--- src/rtl/axis_ctr_checker_pkg.sv ---
// Shared types and constants for the AXI-Stream counter checker and its
// backpressure LFSR.
package axis_ctr_checker_pkg;

  typedef enum logic [1:0] {
    IDLE  = 2'd0,
    PRIME = 2'd1,
    CHECK = 2'd2,
    DONE  = 2'd3
  } chk_state_t;

  // Fibonacci taps 16,14,13,11 expressed as bit positions 15,13,12,10
  localparam logic [15:0] LFSR_TAPS         = 16'hB400;
  localparam logic [15:0] LFSR_SEED_DEFAULT = 16'hACE1;

  function automatic logic [15:0] lfsr_next(input logic [15:0] s);
    return {s[14:0], ^(s & LFSR_TAPS)};
  endfunction

endpackage

--- src/rtl/axis_ctr_checker_lfsr_bp.sv ---
// Seedable 16-bit Fibonacci LFSR used to throttle stream handshakes.
module axis_ctr_checker_lfsr_bp
  import axis_ctr_checker_pkg::*;
#(
  parameter logic [15:0] SEED = LFSR_SEED_DEFAULT
) (
  input  logic clk,
  input  logic rst,
  input  logic i_en,
  output logic o_bit
);

  logic [15:0] r_lfsr;

  always_ff @(posedge clk) begin
    if (rst) begin
      r_lfsr <= SEED;
    end else if (i_en) begin
      r_lfsr <= lfsr_next(r_lfsr);
    end
  end

  assign o_bit = r_lfsr[0];

endmodule

--- config.mk ---
export PLATFORM = sky130hd
export DESIGN_NAME = axis_ctr_checker_lfsr_bp
export DESIGN_NICKNAME = d
export VERILOG_FILES = /design/src/rtl/axis_ctr_checker_pkg.sv /design/src/rtl/axis_ctr_checker_lfsr_bp.sv
export SDC_FILE = /design/constraint.sdc
export NUM_CORES = 1
export LEC_CHECK = 0
export CORE_AREA = 2 2 39 41
export DETAILED_ROUTE_END_ITERATION = 12
export DIE_AREA = 0 0 41 43
export PLACE_DENSITY = 0.65
export SLEW_MARGIN = 5
export SYNTH_ARGS = -nofsm -noshare
export SYNTH_HDL_FRONTEND = slang
export SYNTH_SLANG_ARGS = --single-unit
--- constraint.sdc ---
create_clock -name clk -period 1.2 [get_ports clk]
set_clock_uncertainty 0.2 [all_clocks]
set_input_delay 0.24 -clock clk [delete_from_list [all_inputs] [get_ports clk]]
set_output_delay 0.24 -clock clk [all_outputs]
set_load 0.02 [all_outputs]
# Yosys cells after proc, flatten, opt, wreduce, memory -nomap -nowiden
# Index checks and enable logic that the tools add are counted.
[word_totals]
ff_bits = 16
wordCells = 2
out_inout_bits = 1
input_bits = 3
[op_classes]
reduce_logical = 1
[op_table]
columns = ["op", "n"]
rows = [
  ["16-bit XOR reduction", 1],
]

# Logic depth before layout (Yosys ltp)
# Gate-level depths: netlist (run 1).
[depth]
ltp_word = 1
mapped_depth = 4
ltp_nobuf = 3

# Worst setup path after synthesis (run 1)
# Ideal clock, no wire load.
[synth_path]
path_type = "input-to-reg"
start = "in i_en"
end = "reg r_lfsr[0]"
required_ns = 0.874
t_arrival_ns = 0.715
setup_time_ns = 0.126
stages = 4
n_path_buf = 2
setup_slack_ns = 0.158
cell_sequence = "buf_6 > buf_12 > nor3_1 > a31oi_1"
[synth_lines]
columns = ["item", "line_no", "text"]
rows = [
  ["from (decl)", "axis_ctr_checker_lfsr_bp.sv:9", "input logic i_en,"],
  ["to (signal assigned)", "axis_ctr_checker_lfsr_bp.sv:19", "r_lfsr <= lfsr_next(r_lfsr);"],
  ["to (decl)", "axis_ctr_checker_lfsr_bp.sv:13", "logic [15:0] r_lfsr;"],
]

# Worst setup path after layout (run 1)
[layout_path]
start = "reg r_lfsr[0]"
end = "out o_bit"
[layout_lines]
columns = ["item", "line_no", "text"]
rows = [
  ["to (decl)", "axis_ctr_checker_lfsr_bp.sv:10", "output logic o_bit"],
]
# No word-level cell between the ends.

==> flow_metrics.env, run 1 <==
export IMPL_finalPower_mw=1.02
export IMPL_critical_path_class="flip-flop to output port"
export IMPL_hold_viol=0
export IMPL_top_layer_used="met4"
export IMPL_synth_cell_types=12
export IMPL_synthTopCellsByArea="dfxtp_1, mux2i_1, xnor2_2, nor2_1, nand2_1"
export IMPL_fin_ws_ns=0.0351
export IMPL_max_cap_violations=0
export IMPL_nets=70
export IMPL_dp_hpwl_um=601
export IMPL_grt_overflow_total=0
export IMPL_clk_path_buf_depth=2
export IMPL_synth_top_area_share_pct=51.7
export IMPL_critical_path_max_stage_delay_ns=0.33
export IMPL_slew_viol_final=0
export IMPL_antenna_cells=0
export IMPL_cts_buffers=3
export IMPL_cts_clk_slew_worst_paths_ns=0.08
export IMPL_wl_per_cell_um=11.5
export IMPL_met3WireLength_um=29
export IMPL_met1Wirelength_um=469
export IMPL_power_density_nw_per_um2=1370
export IMPL_first_pass_iters=1
export IMPL_start_util_pct=44.8
export IMPL_synthArstFlopShare_pct=0
export IMPL_synth_seq_area_share_pct=51.7
export IMPL_final_period_utilization_pct=97.1
export IMPL_peakVddDrop_uv=658
export IMPL_crit_arrival_ns=0.72
export IMPL_rows=14
export IMPL_dpl_cell_count=77
export IMPL_p_leak_nw=0.354
export IMPL_grt_pass1_wl_um=1440
export IMPL_ys_flop_type="dfxtp_1"
export IMPL_synthCells=55
export IMPL_stdcell_count=81
export IMPL_cts_root_buffer="clkbuf_4"
export IMPL_yosys_warnings=0
export IMPL_hold_class="flip-flop to flip-flop"
export IMPL_via_count=375
export IMPL_critPathRequiredTime_ns=0.76
export IMPL_drc=0
export IMPL_vias_per_cell=4.63
export IMPL_place_congestion=0.640
export IMPL_pin_count=4
export IMPL_synth_top_cells_by_count="dfxtp_1, mux2i_1, nor2_1"
export IMPL_worst_slew_pin_slew_ns=0.159
export IMPL_synth_area_per_cell_sq_um=11.3
export IMPL_cp_max_fo=2
export IMPL_slew_headroom_pct=89.1
export IMPL_met2WireLength_um=423
export IMPL_end_kind="output port"
export IMPL_antenna_found_initial=0
export IMPL_rsz0062_at_grt="false"
export IMPL_core_area_sq_um=1380
export IMPL_crit_chain="buf_6"
export IMPL_synth_edf_count=0
export IMPL_max_freq_ghz=0.858
export IMPL_path_buf_inv=1
export IMPL_track_usage_pct=12.7
export IMPL_reg_top3="r_lfsr: 16 flops"
export IMPL_port_buffers=3
export IMPL_syn_nets=58
export IMPL_setup_viol_count_final=0
export IMPL_drive_gt1_share_pct=21.5
export IMPL_min_period_ns=1.16
export IMPL_ant_nets=0
export IMPL_post_synth_top_count_cell="dfxtp_1"
export IMPL_startpoint_type="flip-flop"
export IMPL_critPathSlowestCell="dfxtp_2"
export IMPL_cts_tree="yes"
export IMPL_top_register="r_lfsr"
export IMPL_grt_pass1_vias=351
export IMPL_die_w_um=41
export IMPL_largest_reg_flops=16
export IMPL_netlist_area_sq_um=619
export IMPL_grt_max_degree=10
export IMPL_htreeDepth=1
export IMPL_netlist_top_cell_by_area="dfxtp_1"
export IMPL_status="complete, no violations"
export IMPL_area_growth_pct=20.6
export IMPL_drt_iter0_drc=0
export IMPL_cts_sinks=16
export IMPL_ys_ff_latch=16
export IMPL_die_area_sq_um=1760
export IMPL_die_y_um=43
export IMPL_wl_um=931
export IMPL_pre_cts_slack_ns=-0.310
export IMPL_clk_latency_ns=0.27
export IMPL_critPathTopFamily="flip-flops"
export IMPL_postCtsSetupRepairBufs=0
[per-layer routing]
layer / track usage, % / up-vias
met5: 0 / -
met2: 16.9 / 5
met3: 3.14 / 2
met4: 10.0 / 0
met1: 16.8 / 166
li1: - / 202
[cell usage in the layout (no fill, tap or decap), drive strengths merged]
cell / instances
clkbuf: 3
inv: 1
nor2: 8
xnor2: 3
a31oi: 1
clkdlybuf4s50: 1
nor3: 1
mux2i: 15
nand2: 7
bufbuf: 1
dlygate4sd2: 1
buf: 7
dfxtp: 16
[through the flow]
| stage | TNS [ns] | instance area (sq um) | util [%] | hold slack (ns) |
|---|---|---|---|---|
| after global routing | 0 | 747 | 54.0 | 0.298 |
| after global placement | -4.67 | 691 | 49.9 | 0.257 |
| after CTS | 0 | 742 | 53.6 | 0.284 |
| after floorplan | 0 | 619 | - | 0.241 |
| final | 0 | 747 | 54.0 | 0.278 |
| after detailed placement | -4.77 | 691 | 49.9 | 0.262 |
[power by group]
part           switching [mW]  internal, mW  total (mW)
Combinational          0.0624        0.0994       0.162
Sequential             0.0275         0.570       0.597
Clock                   0.150         0.116       0.266
Total                   0.239         0.785        1.02
[worst reg2reg max path, stage by stage, from the launching register on]
cell and delay, ns:
dfxtp_1 0.42, xnor2_2 0.14, xnor2_1 0.15, a31oi_1 0.10
[timing repair]
item                       4_1_cts  5_1_grt
gates resized for setup          6        2
setup endpoints to repair        7        1
hold buffers                     0        0
gates cloned                     1        0
[layout make-up]
| type | count | area (sq um) |
|---|---|---|
| inverter | 1 | 3.75 |
| clock buffer | 3 | 22.5 |
| tap | 16 | 20.0 |
| fill | 130 | 637 |
| sequential | 16 | 322 |
| multi-input combinational | 35 | 259 |
| timing repair buffer | 10 | 120 |
[cell families (layout without fill, tap and decap cells)]
group / count (synthesis) / in the layout / synth area share (%)
AOI/OAI and AO/OA: 1 / 1 / 1.01
buffers and inverters: 4 / 14 / 6.46
and+or+nand+nor: 16 / 16 / 9.90
DFF: 16 / 16 / 51.7
xor gates and xnor gates: 3 / 3 / 6.67
muxes: 15 / 15 / 24.2
[path summary, 6_finish.rpt]
check	to	slack [ns]	from	cells after the start
worst max-delay path	o_bit	0.04	r_lfsr[0]	1
worst min-delay path	r_lfsr[5]	0.28	r_lfsr[5]	2
worst max register to register	r_lfsr[0]	0.10	r_lfsr[13]	3
worst min register to register	r_lfsr[5]	0.28	r_lfsr[5]	2
No activity file was read; power rests on OpenSTA's default activity.
==> inputs of run 2 (changes only) <==
CELL_PAD_IN_SITES_DETAIL_PLACEMENT = 2   (was not set)
CELL_PAD_IN_SITES_GLOBAL_PLACEMENT = 2   (was not set)
CORE_AREA = not set   (was 2 2 39 41)
CORE_UTILIZATION = 36   (was not set)
DIE_AREA = not set   (was 0 0 41 43)
MAX_ROUTING_LAYER = met4   (was not set)
PLACE_DENSITY = not set   (was 0.65)
PLACE_DENSITY_LB_ADDON = 0.1   (was not set)
==> flow_metrics.env, run 2 (same netlist as run 1, synthesis figures left out) <==
export IMPL_status="complete, but fails checks"
export IMPL_violations="design-rule violations"
export IMPL_clk_latency_ns=0.28
export IMPL_peakVddDrop_uv=991
export IMPL_hold_class="flip-flop to flip-flop"
export IMPL_slew_headroom_pct=89.2
export IMPL_cts_tree="yes"
export IMPL_nets=69
export IMPL_final_period_utilization_pct=97.7
export IMPL_clk_path_buf_depth=2
export IMPL_vias_per_cell=5.03
export IMPL_ff_latch_area_sq_um=322
export IMPL_finalPower_mw=1.03
export IMPL_die_w_um=43.5
export IMPL_antenna_found_initial=0
export IMPL_htreeDepth=1
export IMPL_wl_per_cell_um=15.4
export IMPL_grt_overflow_total=0
export IMPL_reg_top3="r_lfsr: 16 flops"
export IMPL_multi_input_area_sq_um=259
export IMPL_core_area_sq_um=1560
export IMPL_die_y_um=43.5
export IMPL_cts_sinks=16
export IMPL_final_setup_tns_ns=0
export IMPL_cts_root_buffer="clkbuf_4"
export IMPL_final_area_sq_um=752
export IMPL_min_period_ns=1.17
export IMPL_layout_common_cells="mux2i_1, dfxtp_1, nor2_1, nand2_1"
export IMPL_top_register="r_lfsr"
export IMPL_dpl_cell_count=76
export IMPL_crit_arrival_ns=0.73
export IMPL_rsz0062_at_grt="true"
export IMPL_drt_iter0_drc=5
export IMPL_drive_gt1_share_pct=20.3
export IMPL_p_leak_nw=0.354
export IMPL_rows=14
export IMPL_antenna_cells=0
export IMPL_startpoint_type="flip-flop"
export IMPL_first_pass_iters=8
export IMPL_max_freq_ghz=0.853
export IMPL_port_buffers=3
export IMPL_wl_um=1240
export IMPL_stdcell_count=80
export IMPL_grt_pass1_wl_um=2090
export IMPL_critPathSlowestCell="dfxtp_2"
export IMPL_setup_viol_count_final=0
export IMPL_fin_ws_ns=0.0281
export IMPL_grt_max_degree=10
export IMPL_largest_reg_flops=16
export IMPL_critical_path_max_stage_delay_ns=0.34
export IMPL_crit_chain="buf_6"
export IMPL_critPathTopFamily="flip-flops"
export IMPL_track_usage_pct=16.5
export IMPL_cts_clk_slew_worst_paths_ns=0.08
export IMPL_start_util_pct=39.7
export IMPL_via_count=402
export IMPL_post_dp_cell_area_sq_um=696
export IMPL_hold_ws_ns=0.286
export IMPL_cp_max_fo=2
export IMPL_pre_cts_slack_ns=-0.357
export IMPL_path_buf_inv=1
export IMPL_fin_util_pct=48.2
export IMPL_slew_viol_final=0
export IMPL_hold_viol=0
export IMPL_cts_buffers=3
export IMPL_pin_count=4
export IMPL_place_congestion=0.714
export IMPL_drc=4
export IMPL_end_kind="output port"
export IMPL_postCtsHoldBufs=0
export IMPL_fillCellCount=150
export IMPL_power_density_nw_per_um2=1370
export IMPL_worst_slew_pin_slew_ns=0.158
export IMPL_grt_pass1_vias=441
export IMPL_postCtsSetupRepairBufs=0
export IMPL_area_growth_pct=21.4
export IMPL_die_area_sq_um=1890
export IMPL_ant_nets=0
export IMPL_critical_path_class="flip-flop to output port"
export IMPL_critPathRequiredTime_ns=0.76
export IMPL_max_cap_violations=0
==> run 2: changes by cell type in the layout (fill, tap and decap cells not counted), sizes merged <==
cell,delta
buf,-1
==> run 2: timing repair <==
action	CTS	global route
setup endpoints to repair	12	1
gates resized for setup	8	0
gates cloned	1	0
==> run 2: final cells by class <==
cell class / count / area share, %
Inverter: 1 / 0.499
Sequential cell: 16 / 42.8
Multi-Input combinational cell: 35 / 34.4
Clock buffer: 3 / 3.00
Tap cell: 16 / 2.66
Timing Repair Buffer: 9 / 16.6
==> run 2: layer usage <==
layer,wire [um],global-route usage [%],vias to the layer above
met5,0,-,-
met4,11,5.63,0
met3,55,7.50,2
met2,587,24.8,8
met1,580,19.4,193
li1,-,-,199
==> run 2: final timing paths <==
check | startpoint | to | slack [ns] | cells after the start
setup / recovery | r_lfsr[0] | o_bit | 0.03 | 1
hold / removal | r_lfsr[7] | r_lfsr[7] | 0.29 | 2
setup reg to reg | r_lfsr[15] | r_lfsr[0] | 0.09 | 3
hold reg to reg | r_lfsr[7] | r_lfsr[7] | 0.29 | 2
==> run 2: where the power goes <==
group,internal (mW),leakage [nW],switching [mW]
Combinational,0.102,0.208,0.0693
Sequential,0.570,0.132,0.0291
Clock,0.116,0.0138,0.146
Total,0.788,0.354,0.245
==> RTL edit 1, RTL diff (config.mk and constraints of run 1) <==
Make the reset (`rst`) asynchronous in one clocked block.
--- a/src/rtl/axis_ctr_checker_lfsr_bp.sv
+++ b/src/rtl/axis_ctr_checker_lfsr_bp.sv
@@ -12,7 +12,7 @@
 
   logic [15:0] r_lfsr;
 
-  always_ff @(posedge clk) begin
+  always_ff @(posedge clk or posedge rst) begin
     if (rst) begin
       r_lfsr <= SEED;
     end else if (i_en) begin
Check against the original RTL: differs if rst is asserted again (counterexample within 10 cycles, from zero or initial values and one cycle with rst high); with rst held inactive, the same outputs for 10 cycles.
==> RTL edit 1 against run 1 <==
Synthesized area up 9.7%; worst setup slack worse by 0.22 ns; the flow now finishes with violations (setup timing); first-iteration DRC count up 5; wire length down 1.1%; critical path depth unchanged; final area up 9.2%; die area unchanged; sequential cell count unchanged; worst hold slack worse by 0.22 ns.
Power is not compared: it rests on default switching activity, and its combinational part moved more than twofold at a synthesized area within 25%.
==> RTL edit 1: results (changes against run 1) <==
cells_and_area:
  num_antenna_cells: 0  # unchanged
  nNetsFinal: 55  # -21%
  num-fill-cells: 103  # -21%
  drive_above_1_share_pct: 72.5  # +51 points
logic_synthesis:
  synthesis.nets: 42  # -28%
  synthArstFlopShare_pct: 100  # +100 points
  synthTopCellsByArea: "dfstp_2 31%, dfrtp_1 29%, mux2_4 18%, mux2_2 12%, xnor2_1 3.9%"
  synth_seq_area_share_pct: 60.4  # +8.7 points
  synthTopCellsByCount: "8 x dfrtp_1, 8 x dfstp_2, 8 x mux2_4"
  synth_flop_cell: "dfstp_2"
  ys_types: 10  # -2
timing:
  final.setup.tns_ns: -0.181  # -0.181 ns
  finalSetupViolations: 1  # +1
  setup_ws_ns: -0.181  # -0.216 ns
  slew_headroom_pct: 88.7  # -0.44 points
cts:
  root_buffer: "clkbuf_4"
  h-tree-depth: 1  # unchanged
  cts.clk_slew.worst_paths_ns: 0.09
grt:
  grt_pass1_vias: 336  # -4.3%
  grt_max_degree: 17  # +7
  track_usage_pct: 13.1  # +0.33 points
  grt.overflow.total: 0  # unchanged
  antenna_found_initial: 0  # unchanged
  grt_pass1_wl_microns: 1480  # +2.9%
critical_path:
  start_kind: "register"
  rr_worst_depth: 3  # unchanged
  cp_data_arrival_time_ns: 0.94  # +0.22 ns
  critical_path.max_stage_delay_ns: 0.55  # +0.22 ns
  r2r-end: "r_lfsr[0]"
  critPathTopFamily: "flip-flops"
  cp-startpoint: "r_lfsr[0]"
  cp_slowest_cell: "dfstp_2"
  reg2reg_from: "r_lfsr[10]"
  timing.reg2reg.setup_slack_ns: 0.01  # -0.09 ns
  critPathKind: "register to primary output"
status:
  violations: "setup timing"
  status: "finished with violations"
power_and_ir_drop:
  p_leak_uw: 0.000369
route:
  vias: 327  # -13%
  drt_pass1_iterations: 3  # +2
  post_drt_wl_per_cell_microns: 13.7  # +20%
  drt_iter0_markers: 5  # +5
placed_design:
  place_area_sq_um: 741  # +7.2%
  hpwl_microns: 602  # +0.13%
  globalplace.congestion: 0.690  # +7.7%
min_path:
  min_path_type: "input port to async pin"
RTL edit 1: cell types whose count changed after synthesis, moves of 2 or more:
cell,run 1,this run
nor2_1,8,1
nand2_1,7,0
xnor2_1,1,3
mux2_2,0,7
xnor2_2,2,0
mux2_4,0,8
dfrtp_1,0,8
dfstp_2,0,8
dfxtp_1,16,0
mux2i_1,15,0
RTL edit 1: timing repair:
item                                    CTS  global route
endpoints found under the setup margin   17             2
gates resized for setup                   8             2
setup buffers                             1             1
pin swaps                                 1             0
cloned                                    1             0
RTL edit 1: worst min path at each step:
stage,endpoint,from,slack (ns)
2_1_floorplan,r_lfsr[12],rst,-0.05
3_3_place_gp,r_lfsr[14],r_lfsr[14],0.28
3_5_place_dp,r_lfsr[5],r_lfsr[4],0.29
4_1_cts,r_lfsr[8],rst,0.06
5_1_grt,r_lfsr[8],rst,0.07
6_report,r_lfsr[8],rst,0.06
RTL edit 1: logic make-up after synthesis:
| group | Yosys count | synth area share, % |
|---|---|---|
| buffers and inverters | 3 | 5.16 |
| multiplexers | 15 | 29.3 |
| AND/OR/NAND/NOR | 1 | 0.552 |
| XOR/XNOR | 3 | 3.87 |
| AO/OA/AOI/OAI | 1 | 0.736 |
| flip-flops | 16 | 60.4 |
RTL edit 1: layer usage:
layer	global-route usage (%)	vias to the layer above	share of wire [%]
met5	0	-	0
met4	8.00	0	0
met3	3.14	0	2.8
met2	16.9	4	51
met1	19.4	168	46
li1	-	155	-
RTL edit 1: final cells by class:
class / instances / area (sq um) / area share (%)
well taps: 16 / 20.0 / 2.45
repair buffers: 10 / 96.3 / 11.8
multi-input cells: 20 / 249 / 30.5
clock buffers: 4 / 36.3 / 4.45
inverters: 1 / 3.75 / 0.460
flip-flops and latches: 16 / 410 / 50.3
RTL edit 1: per-stage QoR:
step,std cells,setup slack [ns]
6_report,67,-0.181
5_1_grt,67,-0.217
4_1_cts,66,-0.191
3_5_place_dp,60,-0.404
3_3_place_gp,60,-0.356
2_1_floorplan,39,0.0705
RTL edit 1: power breakdown:
part | switching, uW | internal, uW
sequential | 188 | 917
clock | 159 | 185
combinational | 225 | 527
total | 572 | 1630
==> RTL edit 2, RTL diff (config.mk and constraints of run 1) <==
Without the edit above. Add an input register stage for `i_en`, with the module's reset; this delays it by one clock.
--- a/src/rtl/axis_ctr_checker_lfsr_bp.sv
+++ b/src/rtl/axis_ctr_checker_lfsr_bp.sv
@@ -10,12 +10,22 @@
   output logic o_bit
 );
 
+  logic i_en_q;
+
+  always_ff @(posedge clk) begin
+    if (rst) begin
+      i_en_q <= '0;
+    end else begin
+      i_en_q <= i_en;
+    end
+  end
+
   logic [15:0] r_lfsr;
 
   always_ff @(posedge clk) begin
     if (rst) begin
       r_lfsr <= SEED;
-    end else if (i_en) begin
+    end else if (i_en_q) begin
       r_lfsr <= lfsr_next(r_lfsr);
     end
   end
Check against the original RTL: not equivalent (Yosys sat finds a counterexample within 10 cycles, from zero or initial values and one cycle with rst high).
==> RTL edit 2 against run 1 <==
Worst setup slack barely moved; clock power rose by 8.3%; wire length fell by 7.8%; final area did not move; utilization did not move; power rose by 0.29%; fmax barely moved; highest routed layer unchanged; sequential cell count rose by 1; count of clock-buffer cells in the layout did not move; via count rose by 6.9%; global-route usage fell by 0.37 points; synthesized area rose by 4.0%.
==> RTL edit 2: results (changes against run 1) <==
critical_path:
  r2r-end: "r_lfsr[15]"
  cp_slowest_cell: "dfxtp_2"
  reg2reg_from: "i_en_q"
grt:
  grt_use_met1_pct: 18.6  # +1.8 points
  grt_pass1_vias: 350  # -0.28%
  grtUsageMet2_pct: 15.0  # -1.9 points
  grt_pass1_wl_microns: 1480  # +2.9%
  grt_max_degree: 18  # +8
route:
  drt_pass1_iterations: 3  # +2
  drt_iter0_markers: 2  # +2
  via_per_inst: 4.83  # +4.4%
  wl_met2_microns: 352  # -17%
  post_drt_wl_per_cell_microns: 10.3  # -10%
placed_design:
  place_area_sq_um: 717  # +3.8%
  pre_cts_ws_ns: -0.184  # +0.127 ns
  place_inst: 79  # +2.6%
  hpwl_microns: 605  # +0.68%
  globalplace.congestion: 0.682  # +6.6%
cells_and_area:
  drive_above_1_share_pct: 20.9  # -0.64 points
  nNetsFinal: 71  # +1.4%
  num-fill-cells: 120  # -7.7%
  final_cells: 83  # +2.5%
  reg.largest.list: "r_lfsr (16), i_en_q (1)"
logic_synthesis:
  syn_inst: 57  # +3.6%
  synthTopCellsByArea: "dfxtp_1 53%, mux2i_1 23%, xnor2_2 5.0%, nor2_1 4.7%, nand2_1 4.1%"
  synth_seq_area_share_pct: 52.8  # +1.1 points
  synthesis.nets: 60  # +3.4%
  synthTopCellsByCount: "17 x dfxtp_1, 15 x mux2i_1, 8 x nor2_1"
  ys_types: 13  # +1
timing:
  fmax_ghz: 0.858  # about the same
  tightest_slew_ns: 0.207  # +0.0487 ns
  holdWs_ns: 0.286  # +0.00850 ns
status:
  status: "completed"
cts:
  cts.clk_slew.worst_paths_ns: 0.10  # +0.02 ns
  clkLatencyLatePin_ns: 0.28
min_path:
  hp-start: "r_lfsr[6]"
  hold_end: "r_lfsr[6]"
  min_path_type: "register to register"
power_and_ir_drop:
  irDropWorstVdd_mv: 1.18  # +79%
  p_leak_uw: 0.000310  # -12%
RTL edit 2: logic make-up (layout without fill, tap and decap cells):
group / count (synthesis) / after routing / synth area share (%)
compound gates: 1 / 1 / 0.971
xor+xnor: 3 / 3 / 6.41
buf+inv: 4 / 14 / 6.02
flops: 17 / 17 / 52.8
mux: 15 / 15 / 23.3
simple gates: 17 / 17 / 10.5
RTL edit 2: where the power goes:
part           switching, uW  internal [uW]
Combinational           50.7           74.5
Clock                    165            123
Sequential              20.8            594
RTL edit 2: area by class of cell:
type	instances	share of cell area, %
sequential	17	45.7
multi-input combinational	36	35.5
timing repair buffer	9	11.9
clock buffer	3	3.02
tap	16	2.68
clock inverter	1	0.670
inverter	1	0.503
RTL edit 2: repair_timing:
item | 4_1_cts | 5_1_grt
resized for setup | 5 | 2
setup endpoints to repair | 1 | 1
cloned | 0 | 0
pin swaps | 0 | 0
